==> config.mk <==
export PLATFORM = sky130hd
export DESIGN_NAME = i2s_tx
export DESIGN_NICKNAME = d
export VERILOG_FILES = /design/src/rtl/i2s_tx.sv
export SDC_FILE = /design/constraint.sdc
export NUM_CORES = 1
export LEC_CHECK = 0
export BUFFER_PORTS_ARGS = -buffer_cell sky130_fd_sc_hd__clkbuf_2
export CAP_MARGIN = 25
export CORE_ASPECT_RATIO = 1.1
export CORE_UTILIZATION = 50
export CTS_CLUSTER_SIZE = 10
export DETAILED_ROUTE_END_ITERATION = 6
export HOLD_SLACK_MARGIN = 0.1
export PLACE_DENSITY = 0.74
export SYNTH_ARGS = -nofsm -noshare
export SYNTH_HDL_FRONTEND = slang
export SYNTH_SLANG_ARGS = --single-unit
==> constraint.sdc <==
create_clock -name clk -period 2.6 [get_ports clk]
set_input_delay 0.26 -clock clk [delete_from_list [all_inputs] [get_ports clk]]
set_output_delay 0.26 -clock clk [all_outputs]
set_load 0.01 [all_outputs]
==> src/rtl/i2s_tx.sv <==
// I2S master transmitter: derives BCK/LRCK from an 8-bit prescaler and serialises
// stereo samples MSB-first from a one-deep holding register into the DAC.
module i2s_tx #(
    parameter int WIDTH = 24,
    parameter int CNT_W = 16
) (
    input  logic                    clk,
    input  logic                    reset,
    input  logic                    en,
    input  logic                    mute,
    input  logic signed [WIDTH-1:0] left_in,
    input  logic signed [WIDTH-1:0] right_in,
    input  logic                    sample_valid,
    output logic                    sample_ready,
    output logic                    sample_req,
    output logic                    scki,
    output logic                    bck,
    output logic                    lrck,
    output logic                    dout,
    output logic                    underrun,
    output logic [CNT_W-1:0]        underrun_cnt
);

    logic [7:0]              p;
    logic [7:0]              p_next;
    logic [4:0]              slot_next;
    logic                    chan_next;
    logic                    bit_next;
    logic                    fl;
    logic                    accept;
    logic                    hold_full;
    logic signed [WIDTH-1:0] hold_l;
    logic signed [WIDTH-1:0] hold_r;
    logic signed [WIDTH-1:0] active_l;
    logic signed [WIDTH-1:0] active_r;

    // Slot 0 carries the I2S one-bit delay; slots 1..WIDTH carry MSB..LSB; the rest are zero.
    function automatic logic slot_bit(input logic [WIDTH-1:0] word, input logic [4:0] slot);
        logic b;
        b = 1'b0;
        for (int i = 0; i < WIDTH; i++) begin
            if (slot == 5'(WIDTH - i)) b = word[i];
        end
        return b;
    endfunction

    assign p_next    = p + 8'd1;
    assign slot_next = p_next[6:2];
    assign chan_next = p_next[7];
    assign bit_next  = slot_bit(chan_next ? active_r : active_l, slot_next);

    assign fl           = ~reset & en & (p == 8'hFF);
    assign sample_ready = ~reset & ~hold_full;
    assign accept       = sample_valid & sample_ready;
    assign sample_req   = fl;
    assign scki         = clk;
    assign bck          = p[1];
    assign lrck         = p[7];

    always_ff @(posedge clk) begin
        if (reset) begin
            p <= 8'd0;
        end else if (en) begin
            p <= p_next;
        end else begin
            p <= 8'd0;
        end
    end

    // dout changes only as p wraps to a new slot (bck falling), so it is stable at bck rising.
    always_ff @(posedge clk) begin
        if (reset || !en) begin
            dout <= 1'b0;
        end else if (p[1:0] == 2'b11) begin
            dout <= bit_next;
        end
    end

    always_ff @(posedge clk) begin
        if (accept) begin
            hold_l <= left_in;
            hold_r <= right_in;
        end
    end

    // A handshake coinciding with an empty-hold frame load lands in hold, not active.
    always_ff @(posedge clk) begin
        if (reset) begin
            hold_full <= 1'b0;
        end else if (accept) begin
            hold_full <= 1'b1;
        end else if (fl) begin
            hold_full <= 1'b0;
        end
    end

    always_ff @(posedge clk) begin
        if (reset) begin
            active_l <= '0;
            active_r <= '0;
        end else if (fl) begin
            if (hold_full && !mute) begin
                active_l <= hold_l;
                active_r <= hold_r;
            end else begin
                active_l <= '0;
                active_r <= '0;
            end
        end
    end

    always_ff @(posedge clk) begin
        if (reset) begin
            underrun     <= 1'b0;
            underrun_cnt <= '0;
        end else if (fl && !hold_full) begin
            underrun <= 1'b1;
            if (underrun_cnt != {CNT_W{1'b1}}) begin
                underrun_cnt <= underrun_cnt + CNT_W'(1);
            end
        end
    end

endmodule

-- Word level (Yosys, flattened, before mapping)
Cells that the tools add are included.
- flip-flop bits (word level): 123
- bits of input ports: 53
- word-level logic and storage cells: 83
- add/subtract/negate cells: 2
- equality and inequality tests: 27
- multiplexer cells: 29
- bitwise logic cells: 7
- reduce and logical (&&, ||, !) cells: 9
- operators with widths (cell ; count):
    24-bit 2-to-1 mux ; 3
    5-bit equality test (second input constant) ; 9
    5-bit by 4-bit equality test with 1-bit output (second input constant) ; 8
    1-bit 2-to-1 mux ; 26
    5-bit by 3-bit equality test with 1-bit output (second input constant) ; 4
    16-bit by 1-bit adder with 16-bit output (second input constant) ; 1
    16-bit != test (second input constant) ; 1
    5-bit by 2-bit equality test with 1-bit output (second input constant) ; 2
    8-bit by 1-bit adder with 8-bit output (second input constant) ; 1
    8-bit equality test (second input constant) ; 1
    5-bit by 1-bit equality test with 1-bit output (second input constant) ; 1
    1-bit bitwise AND ; 4
    1-bit logical NOT ; 3
    1-bit inverter ; 3
    2-bit equality test (second input constant) ; 1
    1-bit logical AND ; 2
    2-bit AND reduction ; 1
    2-bit nonzero test ; 1
    2-bit OR reduction ; 1
    1-bit logical OR ; 1

-- Depth between registers and ports, before layout
- depth after elaboration: 26
- gate-level depth with buffers: 12
- depth with buffers taken out: 9

==> reports/results.tsv <==
metric	value	unit
status	complete, no violations	
die area	11200	um^2
DR WL met2	7140	um
Area growth, synth to finish	31.7	%
first-pass detailed-route iteration total	7	
# H-tree levels	4	
EDFF count, synth	48	
drt total wl	14100	um
Max VDD drop	0.624	mV
Most used DFF post-synth	dfxtp_1	
Fill cells	826	
DR WL met3	676	um
proportion of synthesized area in mux cells	2.71	%
Vias/cell	5.56	
Clock Latency Late Sink	0.41	ns
Root Buffer	clkbuf_16	
Placer Congestion	0.919	
Hold WC Path Type	in -> reg	
post-synthesis compound-gate area fraction	14.7	%
CTS tree	yes	
post-route minimum period	2.43	ns
Die W	101	um
PwrDens	642	nW/um^2
mapped cell area	5400	um^2
Hold Vio Cnt, Final	0	
gr usage total	26.2	%
Antenna Nets Post-Route	0	
syn_area_per_cell	9.68	um^2
adder-cell share of the synthesized area	0.463	%
critical path class	reg -> reg	
grt total ovfl	0	
r2r worst-path depth	9	
setup ws final	0.168	ns
pre-CTS WS	0.0795	ns
Die Span Y	111	um
layout cells sized above 1	22.1	%
synthesized flop and latch total	123	
P_leak	2.60	nW
Longest Clk Path Bufs	2	
Worst Setup End Kind	register	
crit start category	register	
crit share post-route	93.5	%
Synth Warn #	0	
commonest cells in the netlist	75 x dfxtp_1, 74 x nand2_1, 69 x nand3_1	
Max Fclk	0.411	GHz
measured slew at the worst slew-check pin	0.679	ns
Rel. slew slack	54.7	%
total of max-cap violations	0	
worst hold margin	0.135	ns
initial core utilization	51.7	%
First DRT Iteration DRCs	236	
residual DRC count	0	
dominant cells by area after synthesis	dfxtp_1 28%, edfxtp_1 27%, nand3_1 6.4%	
Vias	4695	
clk slew on worst S/H paths	0.06	ns
Final setup viols	0	
clk_skew	0.00643	ns
core box area	10400	um^2
fin cells	844	
Worst Hold Depth	3	
ys async rst share	0	%
final setup TNS	0	ns
synth unique cells	65	
sequential area share after synthesis	54.5	%
vias in the first global route	4641	
placed cell count	763	
Net Count, Synth	613	
initial antenna violation count	0	
Worst Path Required	2.94	ns
max-slew violations	0	
# diodes	0	
most common cell in the netlist	dfxtp_1	
Cells after Synth	558	
dominant cell type by area after synthesis	dfxtp_1	
met1 WL	5980	um
footprint of the multi-input gates	2310	um^2
Detailed Place HPWL	8900	um
# port buffers	75	
post-synth top area share	27.8	%
routed wire length per instance	16.8	um
RSZ-0062 raised after global routing	false	
highest layer used for signal routing	met4	
largest family of logic cells by synthesized area	simple AND/OR/NAND/NOR gates	
post-CTS setup buffer count	0	
Worst Path Max Fanout	5	
# IOs	76	
Worst Path Arrival	2.77	ns
maximum number of pins on one net before global-route repair	68	
reg-to-reg slack, setup	0.17	ns
first-pass GRT wire length	22400	um
Final #Nets	743	
xor/xnor cell area share of the yosys netlist	2.92	%
# rows	39	
post-synthesis simple-gate area fraction	21.2	%
CTS Buf Count	17	
Reg area	2940	um^2
[stage by stage]
stage / utilization [%] / total power (W) / cell area (um^2)
after floorplan: - / 0.00217 / 5400
after global placement: 57.4 / 0.00222 / 5990
after detailed placement: 57.4 / 0.00222 / 5990
after CTS: 67.5 / 0.00457 / 7050
after global routing: 68.1 / 0.00469 / 7110
final: 68.1 / 0.00457 / 7110
[state kept, by name, indices dropped and copies added, names as in the netlist]
| name | count |
|---|---|
| active_l | 24 |
| active_r | 24 |
| hold_l | 24 |
| hold_r | 24 |
| underrun_cnt | 16 |
| p | 8 |
| dout | 1 |
| hold_full | 1 |
| underrun | 1 |
[power by group]
part	switching, W	internal (W)	total [W]
Combinational	0.0000827	0.0000909	0.000174
Sequential	0.0000117	0.00204	0.00205
Clock	0.000843	0.00150	0.00234
Total	0.000937	0.00363	0.00457
[routing by layer]
metal,vias up,track usage (%)
met5,-,0
met4,0,9.08
met3,29,5.99
met2,153,43.8
met1,2223,33.0
li1,2290,-
[what timing repair did]
action,4_1_cts,5_1_grt
hold buffers,48,0
hold endpoints to repair,48,0
gates resized for setup,0,9
setup endpoints to repair,0,4
[layout by cell type (no fill, tap or decap), types with 10 or more instances in the layout]
cell	synthesis	layout
nor2_1	34	33
a21oi_1	57	56
clkbuf_16	0	17
nand3_1	69	69
o21ai_0	15	15
nand2_1	74	74
edfxtp_1	48	48
buf_4	3	27
dfxtp_1	75	74
xor2_1	10	10
clkbuf_2	0	75
dlygate4sd3_1	0	48
[area by class of cell]
class | instances | share of cell area (%)
Clock buffer | 19 | 6.11
Clock inverter | 14 | 2.13
Inverter | 5 | 0.264
Multi-Input combinational cell | 390 | 32.5
Sequential cell | 123 | 41.4
Tap cell | 143 | 2.52
Timing Repair Buffer | 150 | 15.1
[path summary, 6_finish.rpt]
path / endpoint / start
max: underrun_cnt[15] / p[0]
min: hold_full / sample_valid
max reg2reg: underrun_cnt[15] / p[0]
min reg2reg: active_r[17] / active_r[17]
[cell families (layout without fill, tap and decap cells)]
kind of cell	after synthesis	count (layout)
simple gates	233	233
compound gates	123	123
flops	123	123
buf+inv	45	188
xor+xnor	18	18
mux	14	14
fa+ha+maj	2	2
[worst max-delay path, stage by stage (launching register included)]
cell and delay, ns:
dfxtp_1 0.37, ha_1 0.17, and4_1 0.27, nand4_4 0.15, a311oi_4 0.34, and3_1 0.24, and2_2 0.22, nand2_1 0.09
or3_1 0.37, a21oi_1 0.14
No activity file was read; power rests on OpenSTA's default activity.
